File: src/rtl/dmem_pkg.sv
// Shared encodings for the data-memory responder.
// Access sizes and responder FSM states.
package dmem_pkg;

   localparam logic [1:0] BHW_BYTE = 2'd0;
   localparam logic [1:0] BHW_HALF = 2'd1;
   localparam logic [1:0] BHW_WORD = 2'd2;
   localparam logic [1:0] BHW_RSVD = 2'd3;

   typedef enum logic [1:0] {
      ST_IDLE = 2'd0,
      ST_BUSY = 2'd1,
      ST_RESP = 2'd2
   } state_t;

endpackage

File: src/rtl/dmem_responder_if.sv
// Request/response channel between the memory stage and the responder.
// The master issues requests and consumes responses.
interface dmem_responder_if;

   logic        ReqValid;
   logic        ReqReady;
   logic        ReqWrite;
   logic [63:0] ReqAddr;
   logic [63:0] ReqWData;
   logic [1:0]  ReqBHW;
   logic        ReqSignExt;
   logic        RespValid;
   logic        RespReady;
   logic [63:0] RespRData;
   logic        RespError;

   modport master (
      output ReqValid, ReqWrite, ReqAddr, ReqWData,
      output ReqBHW, ReqSignExt, RespReady,
      input  ReqReady, RespValid, RespRData, RespError
   );

   modport slave (
      input  ReqValid, ReqWrite, ReqAddr, ReqWData,
      input  ReqBHW, ReqSignExt, RespReady,
      output ReqReady, RespValid, RespRData, RespError
   );

endinterface

File: src/rtl/dmem_lane_extract.sv
// Selects the addressed byte/half/word from a memory word
// and zero- or sign-extends it to 64 bits.
module dmem_lane_extract
   import dmem_pkg::*;
(
   input  logic [31:0] word,
   input  logic [1:0]  addr,
   input  logic [1:0]  bhw,
   input  logic        signext,
   output logic [63:0] data
);

   logic [7:0]  byte_sel;
   logic [15:0] half_sel;

   assign byte_sel = word[{addr, 3'b000} +: 8];
   assign half_sel = addr[1] ? word[31:16] : word[15:0];

   always_comb begin
      data = '0;
      unique case (1'b1)
         bhw == BHW_BYTE:
            data = {{56{signext & byte_sel[7]}}, byte_sel};
         bhw == BHW_HALF:
            data = {{48{signext & half_sel[15]}}, half_sel};
         bhw == BHW_WORD:
            data = {{32{signext & word[31]}}, word};
         default: ;
      endcase
   end

endmodule

File: src/rtl/dmem_responder.sv
// Single-outstanding data-memory responder with programmable
// wait states, alignment/range checking and sub-word stores.
module dmem_responder
   import dmem_pkg::*;
#(
   parameter int DEPTH_WORDS = 32,
   parameter int WAIT_CYCLES = 2
)
(
   input  logic Clk,
   input  logic Reset,
   dmem_responder_if.slave bus
);

   localparam int CW = (WAIT_CYCLES < 1) ? 1 : $clog2(WAIT_CYCLES + 1);
   localparam int IW = (DEPTH_WORDS < 2) ? 1 : $clog2(DEPTH_WORDS);

   state_t        state_q, state_d;
   logic [CW-1:0] cnt_q, cnt_d;
   logic          accept, access, done;

   logic          wr_q, sext_q;
   logic [63:0]   addr_q;
   logic [31:0]   wdata_q;
   logic [1:0]    bhw_q;

   logic [63:0]   rdata_q;
   logic          error_q;

   logic [31:0]   mem [DEPTH_WORDS];
   logic [IW-1:0] idx;
   logic [31:0]   word, lane_data, merged;
   logic [3:0]    be;
   logic          err;
   logic [63:0]   load_data;
   logic          unused_wdata;

   assign unused_wdata = ^bus.ReqWData[63:32];

   assign bus.ReqReady  = (state_q == ST_IDLE);
   assign bus.RespValid = (state_q == ST_RESP);
   assign bus.RespRData = rdata_q;
   assign bus.RespError = error_q;

   assign idx  = addr_q[IW+1:2];
   assign word = mem[idx];

   // Range check uses the full address so high bits never alias.
   assign err = (bhw_q == BHW_RSVD)
              | ((bhw_q == BHW_HALF) & addr_q[0])
              | ((bhw_q == BHW_WORD) & (|addr_q[1:0]))
              | ((addr_q >> 2) >= 64'(DEPTH_WORDS));

   always_comb begin
      state_d = state_q;
      cnt_d   = cnt_q;
      accept  = 1'b0;
      access  = 1'b0;
      done    = 1'b0;
      unique case (state_q)
         ST_IDLE: begin
            if (bus.ReqValid) begin
               accept  = 1'b1;
               cnt_d   = CW'(WAIT_CYCLES);
               state_d = ST_BUSY;
            end
         end
         ST_BUSY: begin
            if (cnt_q != '0) begin
               cnt_d = cnt_q - 1'b1;
            end else begin
               access  = 1'b1;
               state_d = ST_RESP;
            end
         end
         ST_RESP: begin
            if (bus.RespReady) begin
               done    = 1'b1;
               state_d = ST_IDLE;
            end
         end
         default: state_d = ST_IDLE;
      endcase
   end

   always_comb begin
      be        = '0;
      lane_data = '0;
      unique case (1'b1)
         bhw_q == BHW_BYTE: begin
            be        = 4'b0001 << addr_q[1:0];
            lane_data = {4{wdata_q[7:0]}};
         end
         bhw_q == BHW_HALF: begin
            be        = addr_q[1] ? 4'b1100 : 4'b0011;
            lane_data = {2{wdata_q[15:0]}};
         end
         bhw_q == BHW_WORD: begin
            be        = 4'b1111;
            lane_data = wdata_q;
         end
         default: ;
      endcase
   end

   always_comb begin
      merged = word;
      for (int i = 0; i < 4; i++) begin
         if (be[i]) merged[8*i +: 8] = lane_data[8*i +: 8];
      end
   end

   dmem_lane_extract u_extract (
      .word    (word),
      .addr    (addr_q[1:0]),
      .bhw     (bhw_q),
      .signext (sext_q),
      .data    (load_data)
   );

   always_ff @(posedge Clk) begin
      if (Reset) begin
         state_q <= ST_IDLE;
         cnt_q   <= '0;
      end else begin
         state_q <= state_d;
         cnt_q   <= cnt_d;
      end
   end

   always_ff @(posedge Clk) begin
      if (Reset) begin
         wr_q    <= 1'b0;
         sext_q  <= 1'b0;
         addr_q  <= '0;
         wdata_q <= '0;
         bhw_q   <= BHW_BYTE;
      end else if (accept) begin
         wr_q    <= bus.ReqWrite;
         sext_q  <= bus.ReqSignExt;
         addr_q  <= bus.ReqAddr;
         wdata_q <= bus.ReqWData[31:0];
         bhw_q   <= bus.ReqBHW;
      end
   end

   always_ff @(posedge Clk) begin
      if (Reset) begin
         rdata_q <= '0;
         error_q <= 1'b0;
      end else if (access) begin
         error_q <= err;
         rdata_q <= (err | wr_q) ? '0 : load_data;
      end else if (done) begin
         rdata_q <= '0;
         error_q <= 1'b0;
      end
   end

   // Array contents survive reset; a reset edge still blocks the commit.
   always_ff @(posedge Clk) begin
      if (!Reset && access && wr_q && !err) begin
         mem[idx] <= merged;
      end
   end

endmodule

File: src/flat_wrapper.sv
// flat-port wrapper written by rule: the top's interface ports become plain ports
module dmem_responder_flat import dmem_pkg::*;
#(
   parameter int DEPTH_WORDS = 32,
   parameter int WAIT_CYCLES = 2
)
  (Clk, Reset, bus_ReqValid, bus_ReqWrite, bus_ReqAddr, bus_ReqWData, bus_ReqBHW, bus_ReqSignExt, bus_RespReady, bus_ReqReady, bus_RespValid, bus_RespRData, bus_RespError);
  dmem_responder_if bus_i ();
  input  logic Clk;
  input  logic Reset;
  input wire logic [$bits(bus_i.ReqValid)-1:0] bus_ReqValid;
  input wire logic [$bits(bus_i.ReqWrite)-1:0] bus_ReqWrite;
  input wire logic [$bits(bus_i.ReqAddr)-1:0] bus_ReqAddr;
  input wire logic [$bits(bus_i.ReqWData)-1:0] bus_ReqWData;
  input wire logic [$bits(bus_i.ReqBHW)-1:0] bus_ReqBHW;
  input wire logic [$bits(bus_i.ReqSignExt)-1:0] bus_ReqSignExt;
  input wire logic [$bits(bus_i.RespReady)-1:0] bus_RespReady;
  output wire logic [$bits(bus_i.ReqReady)-1:0] bus_ReqReady;
  output wire logic [$bits(bus_i.RespValid)-1:0] bus_RespValid;
  output wire logic [$bits(bus_i.RespRData)-1:0] bus_RespRData;
  output wire logic [$bits(bus_i.RespError)-1:0] bus_RespError;
  assign bus_i.ReqValid = bus_ReqValid;
  assign bus_i.ReqWrite = bus_ReqWrite;
  assign bus_i.ReqAddr = bus_ReqAddr;
  assign bus_i.ReqWData = bus_ReqWData;
  assign bus_i.ReqBHW = bus_ReqBHW;
  assign bus_i.ReqSignExt = bus_ReqSignExt;
  assign bus_i.RespReady = bus_RespReady;
  assign bus_ReqReady = bus_i.ReqReady;
  assign bus_RespValid = bus_i.RespValid;
  assign bus_RespRData = bus_i.RespRData;
  assign bus_RespError = bus_i.RespError;
  dmem_responder #(.DEPTH_WORDS(DEPTH_WORDS), .WAIT_CYCLES(WAIT_CYCLES)) u_core (.Clk(Clk), .Reset(Reset), .bus(bus_i));
endmodule
File: config.mk
export PLATFORM = sky130hd
export DESIGN_NAME = dmem_responder_flat
export DESIGN_NICKNAME = d
export VERILOG_FILES = /design/src/rtl/dmem_pkg.sv /design/src/rtl/dmem_responder_if.sv /design/src/rtl/dmem_lane_extract.sv /design/src/rtl/dmem_responder.sv /design/src/flat_wrapper.sv
export SDC_FILE = /design/constraint.sdc
export NUM_CORES = 1
export LEC_CHECK = 0
export CAP_MARGIN = 40
export CELL_PAD_IN_SITES_DETAIL_PLACEMENT = 0
export CELL_PAD_IN_SITES_GLOBAL_PLACEMENT = 1
export CORE_ASPECT_RATIO = 0.75
export CORE_UTILIZATION = 52
export DETAILED_ROUTE_END_ITERATION = 10
export GPL_TIMING_DRIVEN = 1
export PLACE_DENSITY = 0.8
export SETUP_SLACK_MARGIN = 0.4
export SLEW_MARGIN = 10
export SYNTH_ARGS = -nofsm -noshare
export SYNTH_HDL_FRONTEND = slang
export SYNTH_SLANG_ARGS = --single-unit
File: constraint.sdc
create_clock -name Clk -period 6.48 [get_ports Clk]
set_input_delay 0.972 -clock Clk [delete_from_list [all_inputs] [get_ports Clk]]
set_output_delay 0.972 -clock Clk [all_outputs]
set_load 0.05 [all_outputs]
# After elaboration in Yosys (flattened, before gate mapping)
# Memories as Yosys holds them, arrays and structs flattened. A register that Yosys moved wholly into a read port is not among the register bits.
# Cells that the tools add are included.
dict set report totals {
  regBits 169
  latchBits 0
  ramBits 1024
  romBits 0
  in_bits 136
  out_inout_bits 67
  mem_count 1
}
dict set report classes {
  n_addsub 1
  n_mul 0
  div_mod_pow 0
  magnitude_cmp 1
  n_eq_ne 9
  n_shift 2
  mux 31
  n_bitwise 9
  reduce_logical 13
}
# memory words word_bits rd rd_clocked_by_memory_dff wr line_no
set memory_table {}
lappend memory_table {u_core.mem 32 32 1 1 1 dmem_responder.sv:30} ;# logic [31:0] mem [DEPTH_WORDS];
# cell count
set op_table {}
lappend op_table {{64-bit two-way mux} 3}
lappend op_table {{64-bit one-hot mux with 3 select lines} 1}
lappend op_table {{32-bit one-hot mux with 3 select lines} 1}
lappend op_table {{62-bit by 6-bit greater-or-equal comparator with 1-bit output, second input constant} 1}
lappend op_table {{8-bit two-way mux} 4}
lappend op_table {{32-bit by 6-bit variable part select with 8-bit output} 1}
lappend op_table {{16-bit two-way mux} 1}
lappend op_table {{4-bit one-hot mux with 3 select lines} 1}
lappend op_table {{1-bit two-way mux} 10}
lappend op_table {{2-bit two-way mux} 5}
lappend op_table {{5-bit two-way mux} 2}
lappend op_table {{2-bit equality test, second input constant} 3}
lappend op_table {{2-bit inequality test, second input constant} 3}
lappend op_table {{2-bit one-hot mux with 3 select lines} 1}
lappend op_table {{3-bit AND reduction} 2}
lappend op_table {{2-bit nonzero test} 3}
lappend op_table {{1-bit bitwise AND} 5}
lappend op_table {{2-bit by 1-bit equality test with 1-bit output, second input constant} 2}
lappend op_table {{2-bit logical NOT} 2}
lappend op_table {{4-bit two-way mux} 1}
lappend op_table {{1-bit bitwise OR} 4}
lappend op_table {{2-bit one-hot mux with 2 select lines} 1}
lappend op_table {{1-bit by 2-bit left shift with 4-bit output, first input constant} 1}
lappend op_table {{1-bit logical AND} 3}
lappend op_table {{other kinds (4)} 5}

# Logic depth before layout (Yosys ltp)
# Gate-level depths: netlist of the first run.
dict set report depth {
  ltp_word 9
  mapped_depth 12
  mapped_depth_nobuf 9
}

# Cells and area by module
# Synthesis of the first run repeated with hierarchy kept, for this count alone.
dict set report hier_totals {
  cells_unflattened 3094
  hier_area_um2 47257.8
}
# mod n_inst cells_per_inst area_each_um2 seq_area_each_um2
set modules_own_cells {}
lappend modules_own_cells {dmem_responder 1 2950 46233.1 34232.8}
lappend modules_own_cells {dmem_lane_extract 1 144 1024.7 0.0}

# Least setup slack after synthesis of the first run
# No wires, ideal clock.
dict set report synth_path {
  path_kind {flip-flop to flip-flop}
  from {register u_core.bhw_q[1]}
  to {memory u_core.mem[4][0], enable pin}
  setup_time_ps 461
  arrival_time_ps 4230
  required_time_ps 6019
  slack_ps 1789
  stages_incl_launch_ff 9
  path_buffers 1
  synth_period_minus_slack_ps 4691
  path_cell_list {dfxtp_1 clkbuf_1 nor2b_1 o2bb2ai_1 nor4_1 nand4b_1 nor3b_1 nand3b_1 nor3_1}
}
dict set report synth_between {
  elab_chain_cells 9
  elab_cells_between_ends 12
  classes_between {eq/ne: 3; mux: 2; bitwise: 5; reduce/logical: 2}
}
# element line_no
set synth_lines {}
lappend synth_lines {{start: declaration} dmem_responder.sv:25} ;# logic [1:0] bhw_q;
lappend synth_lines {{start signal: assignment} dmem_responder.sv:143} ;# bhw_q <= bus.ReqBHW;
lappend synth_lines {{2-bit by 1-bit equality test with 1-bit output} dmem_responder.sv:50} ;# | ((bhw_q == BHW_HALF) & addr_q[0])
lappend synth_lines {{1-bit bitwise AND} dmem_responder.sv:50}
lappend synth_lines {{1-bit bitwise OR} dmem_responder.sv:50}
lappend synth_lines {{1-bit bitwise OR *} dmem_responder.sv:51} ;# | ((bhw_q == BHW_WORD) & (|addr_q[1:0]))
lappend synth_lines {{1-bit bitwise OR *} dmem_responder.sv:52} ;# | ((addr_q >> 2) >= 64'(DEPTH_WORDS));
lappend synth_lines {{1-bit logical NOT *} dmem_responder.sv:162} ;# if (!Reset && access && wr_q && !err) begin
lappend synth_lines {{1-bit logical AND *} dmem_responder.sv:162}
lappend synth_lines {{1-bit two-way mux *} dmem_responder.sv:162}
lappend synth_lines {{1-bit two-way mux (not written as such) *} dmem_responder.sv:163} ;# mem[idx] <= merged;
lappend synth_lines {{end: declaration} dmem_responder.sv:30}
# Mark *: on every way between the ends. The rest lies on a longest branch, timed or not.

# Final worst setup path of the first run
dict set report layout_path {
  from {register u_core.bhw_q[0]}
  to {memory u_core.mem[16][3], enable pin}
}
# The elaborated chain is that of the path after synthesis.

==> results of run 1 <==
stage by stage:
step                total power, mW  setup slack [ns]
finish                         16.4              1.61
global route                   16.8              1.46
CTS                            16.4              1.73
detailed placement             10.3              1.76
global placement               10.2              1.94
floorplan                      9.70              1.79
report_power, final:
group	switching, mW	internal, mW
Clock	2.72	3.43
Sequential	0.0888	8.56
Combinational	1.01	0.552
Yosys cell counts (all sizes together), types with 16 or more instances:
library cell / number / area (sq um)
edfxtp: 1024 / 30700
nor4: 16 / 106
o22ai: 25 / 163
nor3: 27 / 135
o21ai: 28 / 140
a21oi: 154 / 771
clkbuf: 72 / 270
buf: 107 / 692
inv: 16 / 60.1
mux4: 255 / 5740
mux2i: 156 / 1580
nand2: 277 / 1040
nor2: 66 / 248
dfxtp: 143 / 2860
and2: 25 / 156
a22oi: 61 / 458
worst min-delay path by stage:
stage,start,slack [ns],cells past startpoint,endpoint
2_1_floorplan,u_core.addr_q[34],0.43,2,u_core.addr_q[34]
3_3_place_gp,u_core.addr_q[34],0.44,2,u_core.addr_q[34]
3_5_place_dp,u_core.addr_q[32],0.44,2,u_core.addr_q[32]
4_1_cts,u_core.addr_q[32],0.45,2,u_core.addr_q[32]
5_1_grt,u_core.addr_q[32],0.47,2,u_core.addr_q[32]
6_report,u_core.addr_q[32],0.45,2,u_core.addr_q[32]
worst min-delay path, delay by kind of cell (launching register included):
family | cells | cell delay [ns]
flip-flops | 1 | 0.30
AO/OA/AOI/OAI | 1 | 0.05
AND/OR/NAND/NOR | 1 | 0.05
cells by family (layout without fill, tap and decap cells):
logic type,Yosys count,in the layout,share of synthesized area (%)
flip-flops,1167,1167,73.2
adder cells (fa/ha/maj),1,1,0.0273
AND/OR/NAND/NOR,458,458,4.36
buffers and inverters,195,504,2.23
AO/OA/AOI/OAI,309,309,4.10
multiplexers,415,415,16.1
other,0,4,0
sequential cells by signal (all words and copies together) (netlist names), named ones only:
register,count
u_core.addr_q,64
u_core.bhw_q,2
u_core.bus.RespError,1
u_core.bus.RespRData,33
u_core.cnt_q,2
u_core.mem,1024
u_core.sext_q,1
u_core.state_q,2
u_core.wdata_q,32
u_core.wr_q,1
per-layer routing:
layer  vias up  GRT usage (%)
met5         -              0
met3       177           7.62
li1      10593              -
met4         4           7.19
met2      1412           39.3
met1     13216           39.1
final cells by class:
type                       count  area, sq um
clock inverter                57          577
fill                        6059        33300
timing repair buffer         295         3180
inverter                      16         60.1
clock buffer                 136         2790
tap                         1140         1430
sequential                  1167        33600
multi-input combinational   1183        11600
antenna                        4         10.0
layout by cell type (no fill, tap or decap), types with 7 or more instances in the layout:
| cell type | count |
|---|---|
| a21oi_1 | 153 |
| a221oi_1 | 14 |
| a222oi_1 | 8 |
| a22oi_1 | 61 |
| and2_1 | 24 |
| buf_12 | 21 |
| buf_16 | 10 |
| buf_4 | 80 |
| buf_6 | 10 |
| bufinv_16 | 10 |
| clkbuf_1 | 28 |
| clkbuf_16 | 106 |
| clkdlybuf4s50_1 | 169 |
| clkinv_1 | 22 |
| clkinv_2 | 16 |
| dfxtp_1 | 140 |
| edfxtp_1 | 1024 |
| inv_1 | 13 |
| mux2i_1 | 136 |
| mux2i_2 | 19 |
| mux4_2 | 255 |
| nand2_1 | 276 |
| nand2b_1 | 11 |
| nor2_1 | 42 |
| nor2_4 | 24 |
| nor3_1 | 19 |
| nor3_2 | 8 |
| nor4_1 | 14 |
| o21a_1 | 7 |
| o21ai_1 | 24 |
| o22ai_1 | 18 |
| o22ai_2 | 7 |
==> impl.org, run 1 <==
** CTS
- After clock tree synthesis, the clock-pin slew on the worst setup and hold paths is 0.07 ns.
- The tree is rooted in a clkbuf_16.
- After clock tree synthesis, the setup repair step added 0 buffers.
- At the later pin of the worst-skew pair, clock insertion delay measures 0.70 ns.
- Counting along the longest clock path gives a buffer depth of 3.
- For this design, the CTS-stage hold fixing added 0 buffers.
- Gates resized, CTS repair :: 0
- In this run, CTS created clock tree buffers numbering 103.
- Count of clock tree sinks :: 1167
- TritonCTS built the clock tree.
- The H-tree generated during clock tree synthesis spans 3 levels.

** Power
- In this run the static leakage power is 16.8 nW.
- For this design the ratio of total power to cell area is 307 nW/um^2.
- Worst IR drop on VDD :: 0.266 mV

** Place
- Placed wire-length estimate after detailed placement :: 76000 um
- At the end of routability-driven placement, the weighted congestion stood at 0.846.
- During placement, the flow inserted port buffers numbering 170.
- DP Cell Count :: 3801
- Placed standard-cell area :: 49900 sq um

** Worst setup path
- The worst register-to-register path has a depth of 8.
- The worst register-to-register path has a setup slack of 1.61 ns.
- The worst register-to-register path ends at u_core.mem[16][3].
- For the worst setup path, the data arrival time is 5.19 ns.
- CP Capture Point :: u_core.mem[16][3]
- Counting buffers and inverters, the worst setup path is 8 cells deep.
- On the critical path the largest part of the delay comes from simple AND/OR/NAND/NOR gates.
- The startpoint identified for the worst register-to-register timing path is u_core.bhw_q[0].
- Cell at the slowest stage of the critical path :: dfxtp_1
- Of all nets on the critical path, the largest fanout is 28.
- Nature of the critical path startpoint :: flop
- Launch point of the critical path :: u_core.bhw_q[0]
- Number of buffer and inverter instances along the worst setup path :: 1
- The signal on the critical path passes through nor2b_2 > o2bb2ai_1 > nor4_1 > nand4b_1 > nor3b_1 > nand3b_1 > nor3_2 > buf_4.
- The worst setup path is captured at a flop.
- Type of the setup path with the least slack :: flop to flop
- Endpoint required time on the critical path :: 6.80 ns
- Worst path max stage delay :: 0.96 ns

** Drt
- Routed wire length :: 119000 um
- After detailed routing, the number of remaining DRC violations is 0.
- DR WL met2 :: 53200 um
- Routed met3 length :: 13600 um
- The routed layout has 25402 vias.
- The count of nets left with antenna violations once routing finished came out at 0.
- After detailed routing, the wire length on met1 is 49400 um.
- The first detailed-routing pass took 6 iterations.
- Detailed Route Iter0 Violations :: 3142
- Routed signal wires occupy layers up through met5.
- In the final routed layout, each cell accounts on average for 29.8 um.
- Dividing the detail-routed via count by the number of cells gives 6.35.

** Worst hold path
- Class of the tightest hold or removal check :: flop to flop

** Layout
- Final cell area excluding filler cells :: 53300 sq um
- Final-stage net count :: 2903
- Layout Area Growth over Synthesis :: 16.1%
- Layout cells sized above 1 :: 21.2%
- Post-route insts no fill :: 3998
- At the end of the flow the core is filled with cells to 61.5%.

** Yosys
- After synthesis the netlist holds a flip-flop and latch count of 1167.
- Asr flop ratio synth :: 0%
- Yosys cell types :: 49
- Number of flops mapped to enable cells by yosys :: 1024
- Sequential-to-total area share from yosys stat :: 73.2%
- Net count after synthesis :: 2682
- Among all flip-flop cells after synthesis, the most frequent one is edfxtp_1.
- During synthesis, Yosys emitted a total of 0 warnings.
- In the synthesized netlist, the number of instances is 2545.
- The mapped netlist covers 45900 sq um.
- Synthesized area per cell :: 18.0 sq um

** Global routing
- The via count of the first global-routing pass came to 25009.
- The number of antenna violations at the first check in global routing came to 7.
- Entering global routing, the biggest net connects 73 pins.
- GRT Overall Usage :: 26.6%
- The first global-routing pass estimated 171000 um of wire.
- The total overflow left after global routing is 0.

** STA
- Slew Limit Fails :: 0
- Post-layout minimum cycle time :: 4.87 ns
- The hold violation total from the final report is 0.
- Count of final setup violators :: 0
- Max-slew headroom at the worst pin :: 32.5%
- Slew at the pin closest to its max-slew limit :: 1.01 ns
- Final Cycle Share :: 75.1%
- For this run, the top clock speed supported by timing is 205 MHz.
- In the final timing run, aggregate negative setup slack is 0 ns.
- Across all hold checks on the routed design, the worst slack comes to 0.452 ns.
- Worst clock skew on the final layout :: 0.0532 ns
- Setup repair after global routing missed its margin :: no

** Die
- The die covers 89500 sq um.
- I/O pin count :: 203
- The total area inside the core boundary comes to 86600 sq um.
- Row generation in the floorplan step produced 93 rows.
- The initial utilization of the core area, before any placement, comes to 53.0%.
- From bottom edge to top edge, the die measures 259 um.
- Width of the die :: 345 um

** Run
- # Max-Cap Violations :: 0

** Run status
- Result of the run :: finished clean
Note: power is estimated with default switching activity, not from simulation.
==> run 2: changes to the inputs <==
==> constraint.sdc (replaced) <==
create_clock -name Clk -period 5.02 [get_ports Clk]
set_input_delay 0.753 -clock Clk [delete_from_list [all_inputs] [get_ports Clk]]
set_output_delay 0.753 -clock Clk [all_outputs]
set_load 0.05 [all_outputs]
==> run 2 against run 1 <==
Cell area increased by 0.24%. Maximum frequency increased by 11%. Via count decreased by 0.29%. Critical path type unchanged. Clock power increased by 37%. Worst setup slack got worse by 0.97 ns. Clock skew decreased by 0.022 ns. Flip-flop and latch count unchanged. Largest cell class unchanged. Global-route usage increased by 0.38 points. Combinational power increased by 28%.
==> impl.org, run 2 (same netlist as run 1, synthesis figures left out) <==
** Run status
- Result of the run :: finished clean

** Die
- Measured along the x axis, the die boundary spans 345 um.
- 203 I/O pins were placed.
- Initial core utilization :: 53.0%
- After floorplanning, the core was sized to cover 86600 sq um.
- Number of rows created at floorplan :: 93
- Die extent in y :: 259 um
- Die outline area :: 89500 sq um

** CTS
- CTS tree :: yes
- The number of clock buffers added by TritonCTS is 104.
- The clock passes through at most 3 buffers.
- The H-tree was split into 3 levels.
- Clock-pin slew was measured on the worst setup and hold paths at 0.07 ns.
- Buffers added to address setup during post-CTS repair amount to 0.
- Insertion delay to the later sink of the worst-skew pair :: 0.71 ns
- Gates resized, CTS repair :: 0
- Post-CTS Hold Fix Bufs :: 0
- The clock net in this run drives a total of 1167 sinks.
- The root buffer cell chosen for the clock tree is clkbuf_16.

** Power
- For this design the ratio of total power to cell area is 404 nW/um^2.
- Worst IR drop on VDD :: 0.319 mV
- In this run, the combinational gates consume 9.3% of the power.
- Static leakage power :: 16.8 nW
- Switching share of power :: 23.3%
- Register share of total power :: 51.7%
- Fraction of power consumed by the clock network :: 39.0%
- Int Power :: 16.5 mW
- Reported net switching power :: 5.02 mW

** Global routing
- The via count of the first global-routing pass came to 24845.
- GRT overflow :: 0
- Wire length of the first global-routing pass :: 172000 um
- The number of antenna violations at the first check in global routing was 1.
- Largest net degree at the start of global routing :: 75
- GRT Overall Usage :: 27.0%

** Worst setup path
- The critical path in this run is classified as flop to flop.
- For this run, the slowest stage of the critical path takes 0.82 ns.
- Along the worst path, the maximum fanout reaches 15.
- Crit-path cells :: nor2b_2 > o2bb2ai_1 > nor4_1 > nand4b_1 > nor3b_1 > nand3_1 > nor2_4 > buf_12
- For the worst setup path, the data arrival time is 4.77 ns.
- Across all register-to-register paths, the minimum setup slack is 0.64 ns.
- The startpoint identified for the worst register-to-register timing path is u_core.bhw_q[0].
- Nature of the critical path startpoint :: flop
- The worst setup path is captured at a flop.
- CP delay by family, top :: simple AND/OR/NAND/NOR gates
- Number of buffer and inverter instances along the worst setup path :: 1
- Cell at the slowest stage of the critical path :: nor2_4
- STA puts the critical path data required time at 5.41 ns.
- Counting cells, the worst reg-to-reg path comes to 8.
- In this run the critical register-to-register path is captured at u_core.mem[21][29].

** Layout
- The area growth from synthesis to layout is 16.4%.
- The register with the most flip-flops in the layout has 1024 of them.
- Final design utilization :: 61.7%
- Multi-input gate area in the final layout :: 11700 sq um
- Number of filler instances in the final layout :: 6063
- The finished cells cover 53400 sq um.
- Post-route insts no fill :: 3993
- Most common library cell in the layout ignoring fill and taps :: edfxtp_1
- Ranked by flip-flop count, first place goes to u_core.mem.
- Most used cells in the layout excluding fill and tap cells :: edfxtp_1, nand2_1, mux4_2
- 0 antenna diodes ended up in the layout.
- Layout cells sized above 1 :: 21.9%
- The sequential cells in the finished layout cover a total of 33600 sq um.
- Final-stage net count :: 2899

** Worst hold path
- In this run the worst hold path is classified as flop to flop.
- Critical hold path startpoint :: u_core.addr_q[25]
- Terminating pin of the worst hold path :: u_core.addr_q[25]
- Along the worst hold path, the cell count comes to 2.

** STA
- The hold violation total from the final report is 0.
- Slew at the pin closest to its max-slew limit :: 0.974 ns
- The max-slew violation count is 0.
- Count of final setup violators :: 0
- On the final layout, the worst clock skew is 0.0310 ns.
- Post-layout minimum cycle time :: 4.38 ns
- Setup repair after global routing missed its margin :: no
- Peak Freq :: 228 MHz
- After layout, the worst path uses 87.3% of the clock period.
- The worst pin sits at a relative slew slack of 33.2%.
- Total negative setup slack :: 0 ns

** Run
- # Max-Cap Violations :: 0

** Drt
- Number of nets with antenna violations after routing :: 0
- Across all layers, the routed design uses 25328 vias.
- Routed wire length :: 121000 um
- DRC violations left :: 0
- Before antenna repair, the detailed router went through 6 iterations.
- Average via count per standard cell :: 6.34
- After detailed routing, the average wire length per cell comes to 30.2 um.
- Detailed Route Iter0 Violations :: 3225

** Place
- PortBufs :: 170
- Placed wire-length estimate after detailed placement :: 71900 um
- After detailed placement, the design holds a cell count of 3796.
- The congestion estimate from routability-driven global placement came to 0.876.
- Placed standard-cell area :: 49800 sq um
run 2: power by group through the flow:
stage	sequential, mW	combinational (mW)	clock (mW)
CTS	11.1	2.00	8.49
global placement	11.4	1.86	0
floorplan	11.3	1.20	0
global route	11.1	2.15	8.84
detailed placement	11.3	1.99	0
finish	11.1	2.01	8.41
run 2: layer usage:
metal | GRT usage (%) | part of all wire, %
met1 | 38.8 | 40
met2 | 40.0 | 45
met3 | 8.68 | 13
met4 | 7.56 | 2.4
met5 | 0.366 | 0.056
run 2: tightest hold or removal path, delay by kind of cell, from the launching register on:
kind | cells | cell delay, ns
and+or+nand+nor | 1 | 0.05
AOI/OAI and AO/OA | 1 | 0.05
DFF | 1 | 0.31
run 2: through the flow:
step	worst slack (ns)	hold slack, ns	total power [mW]
2_1_floorplan	1.18	0.431	12.5
3_3_place_gp	0.905	0.444	13.2
3_5_place_dp	0.796	0.448	13.3
4_1_cts	0.765	0.458	21.6
5_1_grt	0.528	0.476	22.1
6_report	0.639	0.456	21.6
run 2: how the worst max path moves through the flow:
stage                                  from            endpoint  slack [ns]  cells past startpoint
after floorplan             u_core.bhw_q[1]   u_core.mem[31][0]        1.18                      8
after global placement    u_core.addr_q[14]  u_core.mem[21][29]        0.91                      8
after detailed placement    u_core.bhw_q[0]  u_core.mem[21][29]        0.80                      8
after CTS                   u_core.bhw_q[0]   u_core.mem[21][7]        0.77                      8
after global routing      u_core.addr_q[15]   u_core.mem[21][7]        0.53                      8
final                       u_core.bhw_q[0]  u_core.mem[21][29]        0.64                      8
run 2: final cells by class:
type	instances	area share (%)
clock buffer	125	5.18
clock inverter	72	1.61
inverter	16	0.112
multi-input combinational	1183	21.8
sequential	1167	63.0
tap	1140	2.67
timing repair buffer	290	5.63
==> RTL edit (config.mk and constraints of run 2) <==
The 3 states of `state_t` get a one-hot encoding in 3 bits.
--- a/src/rtl/dmem_pkg.sv
+++ b/src/rtl/dmem_pkg.sv
@@ -8,8 +8,8 @@
    localparam logic [1:0] BHW_RSVD = 2'd3;
 
-   typedef enum logic [1:0] {
-      ST_IDLE = 2'd0,
-      ST_BUSY = 2'd1,
-      ST_RESP = 2'd2
+   typedef enum logic [2:0] {
+      ST_IDLE = 3'b001,
+      ST_BUSY = 3'b010,
+      ST_RESP = 3'b100
    } state_t;
 
Behaviour: no difference found for any inputs over 4 cycles, from zero or initial values and one cycle with Reset high; so few cycles prove little.
==> RTL edit against run 2 <==
- clock power decreased by 2.7%
- setup slack improved by 0.25 ns
- synthesized area is 0.32% higher
- final area rose by 0.18%
- sequential cell count increased by 1
- count of clock-buffer cells in the layout up 8
- synthesized cell count rose by 4.1%
- wire length is 0.46% higher
- total power shrank 1.6%
- clock skew about the same
- via count up 2.6%
- largest power group unchanged
==> RTL edit: results (changes against run 2) <==
metric,value,unit,change
outcome,finished clean,,
met2RoutedLength,53700,µm,-1.1%
grt_util_all_layers,26.7,%,-0.27 points
top_signal_layer_used,met4,,
met3_length,15100,µm,about the same
post-cts-setup-buffers,0,,unchanged
grt_antenna_before_repair,3,,+2
seq_area_frac_synth,73.0,%,-0.19 points
timing.hold.worst.class,reg -> reg,,
flop2flop_setup_slack,0.89,ns,+0.25 ns
grt_first_pass_wirelength,172000,µm,-0.16%
min_delay_worst_endpoint,u_core.addr_q[34]$_SDFFE_PP0P_,,
clock_path_buffers,3,,unchanged
post_cts_resize_count,0,,unchanged
viasPerCell,6.34,,-0.12%
synth_area_leaders,"sky130_fd_sc_hd__edfxtp_1, sky130_fd_sc_hd__mux4_2, sky130_fd_sc_hd__dfxtp_1",,
yosysTopAreaCellShare,66.8,%,-0.22 points
gp_congestion,0.890,,+1.6%
min-delay-start,u_core.addr_q[34]$_SDFFE_PP0P_,,
postPlaceCellArea,50000,µm²,+0.40%
numCtsBuffers,105,,+0.96%
static-leakage-power,16.9,nW,+0.48%
fillers,6150,,+1.4%
largest-register,u_core.mem,,
cts.htree.levels,3,,unchanged
detail_route.iter0.violations,3618,,+12%
worstMarginPinSlew,1.05,ns,+0.0706 ns
drive_above_1_share,19.7,%,-2.2 points
insertion_delay,0.71,ns,about the same
hold_depth,2,,unchanged
drt_pre_antenna_iters,5,,-1
wl_met1,48500,µm,+0.39%
regToRegStartpoint,u_core.addr_q[1]$_SDFFE_PP0P_,,
first_global_vias,25400,,+2.1%
delay_of_the_slowest_cell_on_the_worst_path,0.66,ns,-0.16 ns
synthDistinctLibCells,55,,+12%
portBuffers,170,,unchanged
cp_data_arrival_time,4.51,ns,-0.26 ns
max-vdd-ir-drop,374,µV,+17%
cts.reportedPaths.clkPinSlew,0.08,ns,
crit_start,u_core.addr_q[1]$_SDFFE_PP0P_,,
endpoint,u_core.mem[23][29]$_DFFE_PP_,,
routedWlPerCell,29.6,µm,-2.2%
ys_top_cells_by_count,"sky130_fd_sc_hd__edfxtp_1, sky130_fd_sc_hd__nand2_1, sky130_fd_sc_hd__mux4_2, sky130_fd_sc_hd__a21oi_1, sky130_fd_sc_hd__mux2i_1",,
critical_path_peak_fanout,26,,+11
synth_edf_count,1024,,unchanged
max_stage_delay_cell_worst_path,sky130_fd_sc_hd__nor2_4,,
yosysWarningCount,0,,unchanged
grt_start_max_net_pins,77,,+2.7%
synth_nets,2787,,+3.9%
largest_register_ffs,1024,,unchanged
postSynth.asyncResetShare,0,%,unchanged
num-nets-final,2997,,+3.4%
detailed_place_hpwl,73100,µm,+1.7%
clock_skew,0.0315,ns,+0.000463 ns
r2r.worst_path.cells,8,,unchanged
[RTL edit: power breakdown]
| group | total [W] | internal (W) | switching (W) |
|---|---|---|---|
| combinational | 0.00190 | 0.000651 | 0.00125 |
| sequential | 0.0111 | 0.0110 | 0.0000978 |
| clock | 0.00818 | 0.00460 | 0.00358 |
[RTL edit: cell families (layout without fill, tap and decap cells)]
kind of cell | after synthesis | count (layout) | share of synthesized area (%)
muxes | 397 | 397 | 14.7
and+or+nand+nor | 542 | 542 | 5.32
AOI/OAI and AO/OA | 337 | 337 | 4.62
other | 0 | 3 | 0
DFF | 1168 | 1168 | 73.0
buffers and inverters | 205 | 501 | 2.26
adders and majority gates | 1 | 1 | 0.0272
[RTL edit: area by class of cell]
class	instances	area (µm²)	area share, %
Antenna cell	3	7.51	0.0140
Tap cell	1152	1440	2.69
Inverter	15	56.3	0.105
Clock inverter	60	709	1.33
Multi-Input combinational cell	1277	11800	22.0
Timing Repair Buffer	293	3090	5.78
Clock buffer	133	2810	5.24
Sequential cell	1168	33600	62.9
[RTL edit: worst max-delay path: cells and delay by family, from the launching register on]
kind | cells | cell delay (ns)
AND/OR/NAND/NOR | 6 | 2.53
flip-flops | 1 | 0.62
AO/OA/AOI/OAI | 1 | 0.31
buffers and inverters | 1 | 0.31
[RTL edit: metal layers]
layer | GRT usage [%] | up-vias
li1 | - | 10900
met1 | 38.5 | 13400
met2 | 38.6 | 1514
met3 | 8.42 | 235
met4 | 9.41 | 0
met5 | 0 | -
[RTL edit: through the flow]
step | hold WS [ns] | instances | worst slack (ns)
floorplan | 0.431 | 2650 | 1.03
global placement | 0.442 | 3893 | 1.09
detailed placement | 0.441 | 3905 | 1.01
CTS | 0.450 | 4098 | 0.962
global route | 0.467 | 4100 | 0.741
finish | 0.453 | 4101 | 0.885
